`config.mk`:
```
export PLATFORM = sky130hd
export DESIGN_NAME = wallace_cpa_stage
export DESIGN_NICKNAME = d
export VERILOG_FILES = /design/src/rtl/wallace_pkg.sv /design/src/rtl/wallace_cpa_stage_rca_slice.sv /design/src/rtl/wallace_cpa_stage.sv
export SDC_FILE = /design/constraint.sdc
export NUM_CORES = 1
export LEC_CHECK = 0
export BUFFER_PORTS_ARGS = -buffer_cell sky130_fd_sc_hd__buf_4
export CORE_MARGIN = 2
export CORE_UTILIZATION = 40
export CTS_CLUSTER_DIAMETER = 30
export DETAILED_ROUTE_END_ITERATION = 10
export PLACE_DENSITY = 0.7
export SETUP_SLACK_MARGIN = 0.4
export SLEW_MARGIN = 0
export SYNTH_ARGS = -nofsm -noshare
export SYNTH_HDL_FRONTEND = slang
export SYNTH_SLANG_ARGS = --single-unit
```
`constraint.sdc`:
```
create_clock -name clk -period 4 [get_ports clk]
set_input_delay 0.6 -clock clk [delete_from_list [all_inputs] [get_ports clk]]
set_output_delay 0.6 -clock clk [all_outputs]
set_load 0.01 [all_outputs]
```
`src/rtl/wallace_pkg.sv`:
```
// Shared widths and row types for the 8x8 Wallace multiplier datapath.
// Rows are bit-aligned: bit i of both sum and carry carries weight 2^i.
package wallace_pkg;

  localparam int OP_W      = 8;
  localparam int PROD_W    = 2 * OP_W;
  localparam int CPA_SPLIT = 8;

  typedef logic [PROD_W-1:0] prod_t;

  typedef struct packed {
    prod_t sum;
    prod_t carry;
  } rows_t;

endpackage

```
`src/rtl/wallace_cpa_stage_rca_slice.sv`:
```
// W-bit ripple-carry adder slice built from full_adder cells; purely combinational.
// No latency and no flow control; the enclosing pipeline decides when results are captured.
module full_adder (
  input  logic a,
  input  logic b,
  input  logic ci,
  output logic s,
  output logic co
);

  assign s  = a ^ b ^ ci;
  assign co = (a & b) | (ci & (a ^ b));

endmodule

module rca_slice #(
  parameter int W = 8
) (
  input  logic [W-1:0] a,
  input  logic [W-1:0] b,
  input  logic         cin,
  output logic [W-1:0] s,
  output logic         cout
);

  logic [W:0] c;

  assign c[0] = cin;

  for (genvar i = 0; i < W; i++) begin : g_fa
    full_adder u_fa (
      .a  (a[i]),
      .b  (b[i]),
      .ci (c[i]),
      .s  (s[i]),
      .co (c[i+1])
    );
  end

  assign cout = c[W];

endmodule

```
`src/rtl/wallace_cpa_stage.sv`:
```
// Final Wallace carry-propagate adder: low SPLIT bits in stage 1, high bits in stage 2; 2-cycle latency.
// in_ready follows out_ready combinationally (no skid buffer); macro CPA_OVF_FLAG_EN builds ovf_sticky.
module wallace_cpa_stage
  import wallace_pkg::*;
#(
  parameter int WIDTH = PROD_W,
  parameter int SPLIT = CPA_SPLIT
) (
  input  logic             clk,
  input  logic             rst,
  input  logic             in_valid,
  output logic             in_ready,
  input  logic [WIDTH-1:0] in_sum,
  input  logic [WIDTH-1:0] in_carry,
  output logic             out_valid,
  input  logic             out_ready,
  output logic [WIDTH-1:0] out_product,
  output logic             out_cout,
  output logic             ovf_sticky
);

  localparam int HI_W = WIDTH - SPLIT;

  logic             s1_valid;
  logic [SPLIT-1:0] s1_lo;
  logic             s1_cmid;
  logic [HI_W-1:0]  s1_sum_hi;
  logic [HI_W-1:0]  s1_carry_hi;
  logic             s2_valid;

  logic [SPLIT-1:0] lo_sum;
  logic             lo_cout;
  logic [HI_W-1:0]  hi_sum;
  logic             hi_cout;

  logic in_xfer;
  logic out_xfer;
  logic s2_adv;

  assign s2_adv    = s1_valid && (!s2_valid || out_ready);
  assign in_ready  = !s1_valid || s2_adv;
  assign in_xfer   = in_valid && in_ready;
  assign out_valid = s2_valid;
  assign out_xfer  = s2_valid && out_ready;

  rca_slice #(.W(SPLIT)) u_lo (
    .a    (in_sum[SPLIT-1:0]),
    .b    (in_carry[SPLIT-1:0]),
    .cin  (1'b0),
    .s    (lo_sum),
    .cout (lo_cout)
  );

  // High half consumes the registered carry from the low half.
  rca_slice #(.W(HI_W)) u_hi (
    .a    (s1_sum_hi),
    .b    (s1_carry_hi),
    .cin  (s1_cmid),
    .s    (hi_sum),
    .cout (hi_cout)
  );

  always_ff @(posedge clk or posedge rst) begin
    if (rst) begin
      s1_valid    <= 1'b0;
      s1_lo       <= '0;
      s1_cmid     <= 1'b0;
      s1_sum_hi   <= '0;
      s1_carry_hi <= '0;
    end else begin
      if (in_xfer) begin
        s1_valid    <= 1'b1;
        s1_lo       <= lo_sum;
        s1_cmid     <= lo_cout;
        s1_sum_hi   <= in_sum[WIDTH-1:SPLIT];
        s1_carry_hi <= in_carry[WIDTH-1:SPLIT];
      end else if (s2_adv) begin
        s1_valid <= 1'b0;
      end
    end
  end

  always_ff @(posedge clk or posedge rst) begin
    if (rst) begin
      s2_valid    <= 1'b0;
      out_product <= '0;
      out_cout    <= 1'b0;
    end else begin
      if (s2_adv) begin
        s2_valid    <= 1'b1;
        out_product <= {hi_sum, s1_lo};
        out_cout    <= hi_cout;
      end else if (out_xfer) begin
        s2_valid <= 1'b0;
      end
    end
  end

`ifdef CPA_OVF_FLAG_EN
  logic ovf_q;

  always_ff @(posedge clk or posedge rst) begin
    if (rst) begin
      ovf_q <= 1'b0;
    end else if (out_xfer && out_cout) begin
      ovf_q <= 1'b1;
    end
  end

  assign ovf_sticky = ovf_q;
`else
  assign ovf_sticky = 1'b0;
`endif

endmodule
```
After elaboration in Yosys (flattened, before gate mapping)
Index checks and enable logic that the tools add are counted.
- output and inout port bits: 20
- input bits: 36
- bits in registers: 44
- logic and storage cells: 98
- bitwise gates (word level): 77
- reductions and logical operators: 9
- muxes and demuxes: 4
- operators with widths (operator ; count):
    $and 1x1->1 ; 31
    $xor 1x1->1 ; 31
    $or 1x1->1 ; 15
    $mux 1 ; 4
    $reduce_bool 2->1 ; 2
    $logic_and 1x1->1 ; 3
    $logic_not 1->1 ; 2
    $logic_or 1x1->1 ; 2

Longest topological paths before layout
Gate-level depths: netlist (run 1).
- word-level depth: 17
- depth in mapped cells: 12
- depth with buffers taken out: 12

By module
A second synthesis (run 1) with hierarchy kept.
- cell total of the unflattened synthesis: 114
- area total of the unflattened synthesis: 2144.6 um^2
- by module, submodules not included (module ; instances ; cells an instance ; seq. area each (um^2) ; area an instance (um^2)):
    wallace_cpa_stage ; 1 ; 98 ; 1101.1 ; 1824.2
    full_adder ; 16 ; 1 ; 0.0 ; 20.0

Least setup slack after synthesis (run 1)
OpenSTA, ideal clock, no wires.
- path type: flip-flop to flip-flop
- from: register s1_cmid
- to: register out_product[15]
- setup slack: 12 ps
- cell stages (with the launch flop): 13
- data required time: 3918 ps
- data arrival time: 3906 ps
- buffers on the path: 0
- path through: dfrtp_1 -> inv_1 -> fa_1 -> inv_1 -> fa_1 -> fa_1 -> fa_1 -> fa_1 -> fa_1 -> fa_1 -> inv_1 -> fa_1 -> a31oi_1
- longest elaborated chain between the ends: 15
- RTL lines (item ; line ; text):
    start, declared ; wallace_cpa_stage.sv:26 ; logic s1_cmid;
    start signal, assigned ; wallace_cpa_stage.sv:74 ; s1_cmid <= lo_cout;
    $and 1x1->1 ; wallace_cpa_stage_rca_slice.sv:12 ; assign co = (a & b) | (ci & (a ^ b));
    $or 1x1->1 ; wallace_cpa_stage_rca_slice.sv:12 ;
    $and 1x1->1 ; wallace_cpa_stage_rca_slice.sv:12 ;
    $or 1x1->1 ; wallace_cpa_stage_rca_slice.sv:12 ;
    $and 1x1->1 ; wallace_cpa_stage_rca_slice.sv:12 ;
    $or 1x1->1 ; wallace_cpa_stage_rca_slice.sv:12 ;
    $and 1x1->1 ; wallace_cpa_stage_rca_slice.sv:12 ;
    $or 1x1->1 ; wallace_cpa_stage_rca_slice.sv:12 ;
    $and 1x1->1 ; wallace_cpa_stage_rca_slice.sv:12 ;
    $or 1x1->1 ; wallace_cpa_stage_rca_slice.sv:12 ;
    $and 1x1->1 ; wallace_cpa_stage_rca_slice.sv:12 ;
    $or 1x1->1 ; wallace_cpa_stage_rca_slice.sv:12 ;
    $and 1x1->1 ; wallace_cpa_stage_rca_slice.sv:12 ;
    $or 1x1->1 ; wallace_cpa_stage_rca_slice.sv:12 ;
    $xor 1x1->1 ; wallace_cpa_stage_rca_slice.sv:11 ; assign s = a ^ b ^ ci;
    end signal, assigned ; wallace_cpa_stage.sv:91 ; out_product <= {hi_sum, s1_lo};
    end, declared ; wallace_cpa_stage.sv:17 ; output logic [WIDTH-1:0] out_product,
Every way passes these cells.
A chain may end at the register's enable or synchronous reset.

Worst setup path in the final report (run 1)
- from: register s1_sum_hi[0]
- to: register out_product[15]
- longest elaborated chain between the ends: 16
- elaborated cells on any way between the ends: 17
- those cells by class: 17 x bitwise
- RTL lines (item ; line ; text):
    start, declared ; wallace_cpa_stage.sv:27 ; logic [HI_W-1:0] s1_sum_hi;
    start signal, assigned ; wallace_cpa_stage.sv:75 ; s1_sum_hi <= in_sum[WIDTH-1:SPLIT];
    $xor 1x1->1 ; wallace_cpa_stage_rca_slice.sv:12 ;
    $and 1x1->1 ; wallace_cpa_stage_rca_slice.sv:12 ;
    $or 1x1->1 (*) ; wallace_cpa_stage_rca_slice.sv:12 ;
    $and 1x1->1 (*) ; wallace_cpa_stage_rca_slice.sv:12 ;
    $or 1x1->1 (*) ; wallace_cpa_stage_rca_slice.sv:12 ;
    $and 1x1->1 (*) ; wallace_cpa_stage_rca_slice.sv:12 ;
    $or 1x1->1 (*) ; wallace_cpa_stage_rca_slice.sv:12 ;
    $and 1x1->1 (*) ; wallace_cpa_stage_rca_slice.sv:12 ;
    $or 1x1->1 (*) ; wallace_cpa_stage_rca_slice.sv:12 ;
    $and 1x1->1 (*) ; wallace_cpa_stage_rca_slice.sv:12 ;
    $or 1x1->1 (*) ; wallace_cpa_stage_rca_slice.sv:12 ;
    $and 1x1->1 (*) ; wallace_cpa_stage_rca_slice.sv:12 ;
    $or 1x1->1 (*) ; wallace_cpa_stage_rca_slice.sv:12 ;
    $and 1x1->1 (*) ; wallace_cpa_stage_rca_slice.sv:12 ;
    $or 1x1->1 (*) ; wallace_cpa_stage_rca_slice.sv:12 ;
    $xor 1x1->1 (*) ; wallace_cpa_stage_rca_slice.sv:11 ;
Mark *: on every way between the ends. The rest lies on a longest branch, timed or not.

==> metrics.txt, run 1 <==
Crit path largest cell delay 0.40 ns; total track usage roughly 15%; unrepaired setup endpoints after global routing true; Seq cells post-synth 44; Startpoint Class flip-flop; crit share post-route between 80% and 90%; GR Util met1 17.9%; CTS Sinks 44; Wirelength per Cell 15.3 um; Crit path required time 4.21 ns; IO buf count 54; run status finished, final reports clean; TritonCTS clock tree yes; Synth area leaders dfrtp_1 (51%), fa_1 (14%), mux2_4 (13%); max-cap viol count 0; Synth area leader dfrtp_1; initial DRC count 69; Slew Viols, Final 0; First-pass DRT Iterations 4; Leak roughly 1.3 nW; vias post-DR 1177; synth warn 0; Syn Area/Cell approximately 17 um^2; hold crit path type primary input to async pin; largest net degree at the start of global routing 45; Die Wd about 77 um; Syn Nets about 180; Post-Route WL between 3000 and 4000 um; crit path max fanout 2; Skew-Pair Late Insertion Delay 0.29 ns; first-pass GRT wire length 6750 um; Slowest-stage cell, CP dfrtp_1; Root Driver clkbuf_8; # DRC 0; Die Ht 77.2 um; Setup Viol. Count Final 0; Yosys cell types 17; Nets around 240; met3 Track Usage GR 4.47%; CTS H-tree lvls 2; CTS Hold Buffers Added 0; Num CTS Buffers 5; Slew HR 62.8%; Fin. Hold Viols 0; DIE AREA 5970 um^2; power density cells 503 nW/um^2; Clock Skew 0.00258 ns; FP Rows 26; min Tclk post-route approximately 3.5 ns; worst slew pin tran 0.557 ns; most common cell after layout, fill and taps aside buf_4; Netlist Area Pre-Place 2150 um^2; Yosys top cell area share 51.3%; count of mapped cells out of synthesis between 100 and 150; achievable frequency between 0.2 and 0.3 GHz; total grt overflow 0; Initial Utilization 41.7%; DR vias/cell 4.58; remaining antenna violation count 0; CTS Buffer Depth 2; Total Power around 0.0014 W; setup TNS 0 ns; DP HPWL 2830 um; layout cell share with drive strength beyond 1 63.1%; crit-path cells inv_2, fa_2, inv_1, fa_2, fa_2, fa_2, fa_2, fa_2, fa_2, inv_2, fa_1, a31oi_1; R2R depth 12; Crit path arrival time about 3.7 ns; GR peak layer met2; commonest cells after routing, fill and taps aside buf_4 (58), dfrtp_1 (44), mux2_4 (19); CP dominant cell by count fa_2; fin util 52.2%; ant diodes 0; Core Footprint approximately 5100 um^2; area growth from synthesis to layout 25.1%; Worst VDD drop 0.235 mV; hold slack 0.440 ns; M2 GR Usage 24.8%; critical path type flip-flop to flip-flop; Place WS around 0.15 ns; vias in the first global route approximately 1400; initial antenna violation count 0; number of top-level pins 56; CTS clk-pin slew, worst paths around 0.070 ns; GPL Wtd Cong 0.756; Worst Slack Setup Final 0.474 ns; Crit. End Element flip-flop; share of the yosys chip area belonging to registers between 50 and 60%
## synth_stat cells (all sizes together)
master  number
dfrtp       44
mux2        37
fa          15
inv         11
buf          6
a21oi        4
a31oi        4
nand2        2
nand2b       2
conb         1
ha           1
mux2i        1
nand3b       1
or2b         1
## final timing paths
kind | startpoint | end | slack (ns)
worst max-delay path | s1_sum_hi[0] | out_product[15] | 0.47
worst min-delay path | rst | out_product[4] | 0.44
worst max register to register | s1_sum_hi[0] | out_product[15] | 0.47
worst min register to register | out_product[2] | out_product[2] | 0.51
max in group asynchronous | rst | out_valid | 3.18
min in group clk | out_product[2] | out_product[2] | 0.51
## what timing repair did
action,4_1_cts,5_1_grt
buffers inserted,1,2
resized for setup,1,6
setup endpoints to repair,1,2
pin swaps,6,6
## flip-flops by register name (all words and copies together) (netlist names)
signal	count
s1_valid	1
s1_carry_hi	8
s1_cmid	1
s1_lo	8
out_valid	1
out_product	16
out_cout	1
s1_sum_hi	8
## worst max-delay path, delay by kind of cell, from the launching register on
kind | cells | cell delay, ns
flip-flops | 1 | 0.40
adder cells (fa/ha/maj) | 8 | 2.69
buffers and inverters | 3 | 0.18
AO/OA/AOI/OAI | 1 | 0.17
## report_power, final
group | total, W | switching [W] | leakage [nW] | internal, W
clock | 0.000246 | 0.000133 | 0.0359 | 0.000113
sequential | 0.000645 | 0.0000771 | 0.509 | 0.000568
combinational | 0.000460 | 0.000181 | 0.729 | 0.000278
## cells by family (layout without fill, tap and decap cells)
group | Yosys count | in the layout | synth area share, %
AO/OA/AOI/OAI | 8 | 8 | 2.10
adder cells (fa/ha/maj) | 16 | 16 | 14.6
buffers and inverters | 17 | 74 | 5.71
flip-flops | 44 | 44 | 51.3
multiplexers | 38 | 38 | 23.2
other | 1 | 1 | 0.175
AND/OR/NAND/NOR | 6 | 6 | 2.92
## per-layer routing
layer  routed length (um)  up-vias
met3                  195        5
met2                 2110       32
met5                    0        -
met4                   59        0
li1                     -      544
met1                 1560      596
## per-stage QoR
step	cell area, um^2	instances
after floorplan	2170	130
after global placement	2580	249
after detailed placement	2580	249
after CTS	2660	255
after global routing	2680	257
final	2680	257
## layout make-up
cell class	instances	area, um^2
Multi-Input combinational cell	69	950
Inverter	11	41.3
Clock buffer	5	68.8
Sequential cell	44	1100
Fill cell	460	2460
Tap cell	70	87.6
Timing Repair Buffer	58	435
Note: power is estimated with default switching activity, not from simulation.
==> run 2, diff against run 1 <==
--- a/config.mk
+++ b/config.mk
@@ -5,12 +5,12 @@
 export SDC_FILE = /design/constraint.sdc
 export NUM_CORES = 1
 export LEC_CHECK = 0
-export BUFFER_PORTS_ARGS = -buffer_cell sky130_fd_sc_hd__buf_4
 export CORE_MARGIN = 2
 export CORE_UTILIZATION = 40
 export CTS_CLUSTER_DIAMETER = 30
 export DETAILED_ROUTE_END_ITERATION = 10
-export PLACE_DENSITY = 0.7
+export DONT_BUFFER_PORTS = 1
+export PLACE_DENSITY = 0.6
 export SETUP_SLACK_MARGIN = 0.4
 export SLEW_MARGIN = 0
 export SYNTH_ARGS = -nofsm -noshare
==> run 2 against run 1 <==
Via count decreased by 17%. Hold slack got worse by 0.051 ns. Routed wire length decreased by 8.6%. Register-to-register slack about the same. First-iteration DRC count decreased by 58%. Count of clock-buffer cells in the layout increased by 1. Fmax increased by 0.42%. Sequential power increased by 7.4%. Utilization decreased by 8.3 points. Cell area decreased by 16%. Critical path depth unchanged. Final cell count decreased by 22%.
==> metrics.txt, run 2 (synthesis gave the netlist of run 1 again) <==
RR Endpoint out_product[15]; unrepaired setup endpoints after global routing true; Slowest-stage cell, CP dfrtp_1; Worst VDD drop 0.212 mV (-9.7%); area growth from synthesis to layout 5.07%; Post-CTS Setup Bufs 0 (-1); Wirelength per Cell 17.8 um (+17%); crit-path cells inv_2, fa_2, inv_1, fa_2, fa_2, fa_2, fa_2, fa_2, fa_2, inv_2, fa_1, a31oi_1; Crit path arrival time 3.73 ns (about the same); Leak 1.00 nW (-21%); critical path type flip-flop to flip-flop; number of top-level pins 56 (unchanged); hold slack 0.388 ns (-0.0513 ns); CP dominant cell by count fa_2; Post-Route WL 3580 um (-8.6%); Clock Skew 0.00321 ns (+0.000635 ns); max reg flops 16 (unchanged); Crit path largest cell delay 0.40 ns (about the same); R2R depth 12 (unchanged); crit share post-route 87.8% (-0.36 points); first-pass GRT wire length 6060 um (-10%); CTS Hold Buffers Added 0 (unchanged); TritonCTS clock tree yes; vias post-DR 975 (-17%); r2r startpoint s1_sum_hi[0]; Fin. Hold Viols 0 (unchanged); family with the most delay on the worst path adder cells; Worst Slack Setup Final 0.488 ns (+0.0146 ns); commonest cells after routing, fill and taps aside dfrtp_1 (44), mux2_4 (19), mux2_2 (18); achievable frequency 0.285 GHz (+0.42%); DP HPWL 2610 um (-7.8%); initial DRC count 29 (-58%); Setup Viol. Count Final 0 (unchanged); Most flops, register out_product; GPL Wtd Cong 0.705 (-6.8%); # DRC 0 (unchanged); NetSw 0.000363 W (-7.4%); remaining antenna violation count 0 (unchanged); CP bufs+invs 3 (unchanged); most common cell after layout, fill and taps aside dfrtp_1; Crit path required time 4.21 ns (about the same); CTS Sinks 44 (unchanged); worst slew pin tran 0.913 ns (+0.355 ns); largest net degree at the start of global routing 45 (unchanged); Die Ht 77.2 um (unchanged); DR vias/cell 4.85 (+5.9%); total grt overflow 0 (unchanged); Core Footprint 5140 um^2 (unchanged); Die Wd 77.2 um (unchanged); Comb pwr share 21.2% (-13 points); CTS H-tree lvls 2 (unchanged); Reg2Reg Setup Slack 0.49 ns (about the same); Startpoint Class flip-flop; hold crit path type primary input to async pin; Slew Viols, Final 0 (unchanged); First-pass DRT Iterations 2 (-2); Skew-Pair Late Insertion Delay 0.29 ns (about the same); crit path max fanout 2 (unchanged); total track usage 13.3% (-1.5 points); Root Driver clkbuf_8; Seq pwr share 57.5% (+9.8 points); Crit. End Element flip-flop; layout cell share with drive strength beyond 1 46.6% (-17 points); internal power 0.000843 W (-12%); Slew HR 39.1% (-24 points); max-cap viol count 0 (unchanged); CTS Buffer Depth 2 (unchanged); switch share 30.1% (+1.1 points); FP Rows 26 (unchanged); CTS clk-pin slew, worst paths 0.08 ns (about the same); power density cells 535 nW/um^2 (+6.3%); Place WS 0.251 ns (+0.0990 ns); Initial Utilization 41.7% (unchanged); clock power share 21.4% (+3.2 points); Nets 183 (-24%); ant diodes 0 (unchanged); DIE AREA 5970 um^2 (unchanged); setup TNS 0 ns (unchanged); vias in the first global route 1116 (-20%); IO buf count 0 (-100%); initial antenna violation count 0 (unchanged); run status finished, final reports clean; Num CTS Buffers 5 (unchanged); min Tclk post-route 3.51 ns (-0.0146 ns)
==> run 2: cell types whose count changed in the layout (fill, tap and decap cells not counted), sizes merged <==
cell	delta
inv	+1
clkbuf	+1
buf	-58
==> run 2: worst max path at each step <==
stage | slack [ns] | startpoint | cells past startpoint | endpoint
after global routing | 0.33 | s1_sum_hi[0] | 12 | out_product[15]
after detailed placement | 0.25 | s1_cmid | 12 | out_product[15]
after CTS | 0.42 | s1_cmid | 12 | out_product[15]
after floorplan | 0.40 | s1_cmid | 12 | out_product[15]
final | 0.49 | s1_sum_hi[0] | 12 | out_product[15]
after global placement | 0.31 | s1_cmid | 12 | out_product[15]
==> run 2: metal layers <==
| layer | vias up | track usage (%) | part of all wire (%) |
|---|---|---|---|
| met1 | 510 | 17.0 | 41 |
| met3 | 5 | 4.94 | 6.7 |
| met5 | - | 0 | 0 |
| met2 | 33 | 21.0 | 51 |
| li1 | 427 | - | - |
| met4 | 0 | 4.29 | 1.5 |
==> run 2: area by class of cell <==
type                       count  area, um^2
clock inverter                 1        5.00
inverter                      11        41.3
sequential                    44        1100
multi-input combinational     69         947
clock buffer                   6        72.6
fill                         496        2890
tap                           70        87.6
==> run 2: repair_timing <==
action / in CTS / in global routing
pin swaps: 6 / 6
hold endpoints to repair: 0 / 0
resized for setup: 4 / 2
endpoints found under the setup margin: 1 / 1
==> run 2: power by group through the flow <==
stage	clock, W	combinational, W	sequential, W
2_1_floorplan	0	0.000236	0.000670
3_3_place_gp	0	0.000251	0.000699
3_5_place_dp	0	0.000262	0.000706
4_1_cts	0.000268	0.000264	0.000698
5_1_grt	0.000290	0.000301	0.000713
6_report	0.000258	0.000255	0.000693
==> run 2: worst register-to-register path, delay by kind of cell (launching register included) <==
family / cells / cell delay, ns
buffers and inverters: 3 / 0.18
flip-flops: 1 / 0.40
AO/OA/AOI/OAI: 1 / 0.16
adder cells (fa/ha/maj): 8 / 2.70
==> run 2: per-stage QoR <==
stage | util [%] | total power, W | cells | cell area, um^2
floorplan | - | 0.000905 | 130 | 2170
global placement | 42.3 | 0.000950 | 194 | 2170
detailed placement | 42.3 | 0.000968 | 194 | 2170
CTS | 43.9 | 0.00123 | 201 | 2250
global route | 43.9 | 0.00130 | 201 | 2250
finish | 43.9 | 0.00121 | 201 | 2250
==> run 3, diff against run 2 <==
--- a/config.mk
+++ b/config.mk
@@ -5,6 +5,8 @@
 export SDC_FILE = /design/constraint.sdc
 export NUM_CORES = 1
 export LEC_CHECK = 0
+export ABC_AREA = 1
+export CORE_ASPECT_RATIO = 1.1
 export CORE_MARGIN = 2
 export CORE_UTILIZATION = 40
 export CTS_CLUSTER_DIAMETER = 30
==> run 3 against run 2 <==
Die area decreased by 1.5%. Critical path depth unchanged. Register-to-register slack improved by 0.03 ns. Global-route usage increased by 2.1 points. Synthesized cell count increased by 67%. Largest cell class unchanged.
==> metrics.txt, run 3 <==
Most flops, register out_product; layout cell share with drive strength beyond 1 11.8% (-35 points); vias post-DR 1350 (+38%); top cells by count, synth nand2_1 (84), dfrtp_1 (44), nand3_1 (39), fa_1 (15), inv_1 (13); CTS Buffer Depth 2 (unchanged); max reg flops 16 (unchanged); Seq cells post-synth 44 (unchanged); IO buf count 0 (unchanged); crit path max fanout 2 (unchanged); Worst VDD drop 0.172 mV (-19%); Wirelength per Cell 14.4 um (-19%); CP dominant cell by count fa_2; worst slew pin tran 0.924 ns (+0.0112 ns); commonest cells after routing, fill and taps aside nand2_1 (84), dfrtp_1 (44), nand3_1 (39); run status finished, final reports clean; # DRC 0 (unchanged); Skew-Pair Late Insertion Delay 0.29 ns (about the same); R2R depth 12 (unchanged); Crit path largest cell delay 0.39 ns (about the same); ant diodes 0 (unchanged); ys flop type dfrtp_1; Leak 1.14 nW (+14%); setup TNS 0 ns (unchanged); remaining antenna violation count 0 (unchanged); Core Footprint 5030 um^2 (-2.1%); vias in the first global route 1414 (+27%); Synth area leader dfrtp_1; Die Wd 73.3 um (-5.1%); total track usage 15.4% (+2.1 points); area growth from synthesis to layout 6.16%; Clock Skew 0.00979 ns (+0.00657 ns); first-pass GRT wire length 6820 um (+13%); First-pass DRT Iterations 4 (+2); count of mapped cells out of synthesis 217 (+67%); crit share post-route 86.9% (-0.87 points); Crit. End Element flip-flop; fill count 495 (-0.20%); TritonCTS clock tree yes; Post-Route WL 3890 um (+8.5%); DR vias/cell 5.00 (+3.1%); GPL Wtd Cong 0.728 (+3.3%); critical path type flip-flop to flip-flop; Setup Viol. Count Final 0 (unchanged); power density cells 560 nW/um^2 (+4.6%); DIE AREA 5880 um^2 (-1.5%); Netlist Area Pre-Place 2110 um^2 (-1.6%); Crit path required time 4.22 ns (about the same); Yosys top cell area share 52.1% (+0.82 points); asr flop ratio synth 100% (unchanged); Yosys cell types 16 (-1); CTS clk-pin slew, worst paths 0.08 ns (about the same); r2r startpoint s1_cmid; share of the yosys chip area belonging to registers 52.1% (+0.82 points); min Tclk post-route 3.48 ns (-0.0347 ns); FP Rows 27 (+3.8%); Crit path arrival time 3.69 ns (-0.04 ns); Root Driver clkbuf_8; Slew HR 38.3% (-0.75 points); family with the most delay on the worst path adder cells; Startpoint Class flip-flop; Num CTS Buffers 5 (unchanged); achievable frequency 0.288 GHz (+1.0%); max-cap viol count 0 (unchanged); largest net degree at the start of global routing 45 (unchanged); hold crit path type primary input to async pin; CP startpoint s1_cmid; DP HPWL 2800 um (+7.1%); crit-path cells inv_2, fa_1, inv_1, fa_2, fa_2, fa_2, fa_2, fa_2, fa_2, inv_2, fa_1, o21ai_1; Reg2Reg Setup Slack 0.52 ns (+0.03 ns); number of top-level pins 56 (unchanged); Synth area leaders dfrtp_1 (52%), nand2_1 (15%), fa_1 (14%); Die Ht 80.2 um (+3.8%); Slew Viols, Final 0 (unchanged); Fin. Hold Viols 0 (unchanged); CP bufs+invs 3 (unchanged); fin util 44.5% (+0.68 points); initial antenna violation count 0 (unchanged); CTS Sinks 44 (unchanged); Nets 265 (+45%); synth warn 0 (unchanged); Slowest-stage cell, CP dfrtp_1; Post-synth EDFFs 0 (unchanged); initial DRC count 81 (+180%); CTS H-tree lvls 2 (unchanged); Syn Area/Cell 9.73 um^2 (-41%); count leader, synth nand2_1; unrepaired setup endpoints after global routing false; Syn Nets 269 (+48%); Initial Utilization 42.0% (+0.21 points); total grt overflow 0 (unchanged); most common cell after layout, fill and taps aside nand2_1; RR Endpoint out_product[15]
==> run 3: report_power, final <==
part,internal [W],switching [W]
combinational,0.000105,0.000139
sequential,0.000563,0.000128
clock,0.000179,0.000141
==> run 3: cell type report <==
class | instances | area [um^2] | area share (%)
Clock buffer | 5 | 68.8 | 3.07
Inverter | 14 | 52.6 | 2.34
Tap cell | 58 | 72.6 | 3.24
Sequential cell | 44 | 1100 | 49.1
Timing Repair Buffer | 2 | 15.0 | 0.670
Clock inverter | 1 | 30.0 | 1.34
Multi-Input combinational cell | 146 | 902 | 40.2
==> run 3: kinds of logic after synthesis <==
group / after synthesis / share of synthesized area [%]
AO/OA/AOI/OAI: 3 / 0.711
adder cells (fa/ha/maj): 16 / 14.8
flip-flops: 44 / 52.1
buffers and inverters: 27 / 6.34
other: 1 / 0.178
AND/OR/NAND/NOR: 126 / 25.8
==> run 3: worst max path at each step <==
stage                            to  slack, ns  depth (start not counted)
finish              out_product[15]       0.52                         12
global route        out_product[15]       0.40                         12
CTS                 out_product[15]       0.42                         12
detailed placement  out_product[15]       0.28                         12
global placement    out_product[15]       0.30                         12
floorplan                  s1_lo[7]       0.43                         12
==> run 3: worst reg2reg max path, delay by kind of cell, from the launching register on <==
family	cells	cell delay, ns
DFF	1	0.39
adders and majority gates	8	2.71
buffers and inverters	3	0.18
AOI/OAI and AO/OA	1	0.13
==> run 3: stage by stage <==
| step | cells | hold slack (ns) | worst slack (ns) | power [W] | instance area, um^2 |
|---|---|---|---|---|---|
| after floorplan | 217 | 0.442 | 0.425 | 0.000884 | 2130 |
| after global placement | 262 | 0.456 | 0.302 | 0.000937 | 2130 |
| after detailed placement | 262 | 0.460 | 0.283 | 0.000948 | 2130 |
| after CTS | 268 | 0.410 | 0.424 | 0.00127 | 2230 |
| after global routing | 270 | 0.435 | 0.397 | 0.00136 | 2240 |
| final | 270 | 0.374 | 0.523 | 0.00125 | 2240 |
==> run 3: repair_timing <==
item	4_1_cts	5_1_grt
buffers inserted	0	2
gates resized for setup	2	1
setup endpoints to repair	1	1
endpoints found under the hold margin	0	0
pin swaps	3	6
hold buffers	0	0
==> run 3: layer usage <==
| metal | vias to the layer above | share of wire (%) | track usage [%] |
|---|---|---|---|
| li1 | 664 | - | - |
| met1 | 642 | 48 | 21.2 |
| met2 | 37 | 45 | 22.2 |
| met3 | 7 | 5.9 | 5.14 |
| met4 | 0 | 1.8 | 6.11 |
| met5 | - | 0 | 0 |
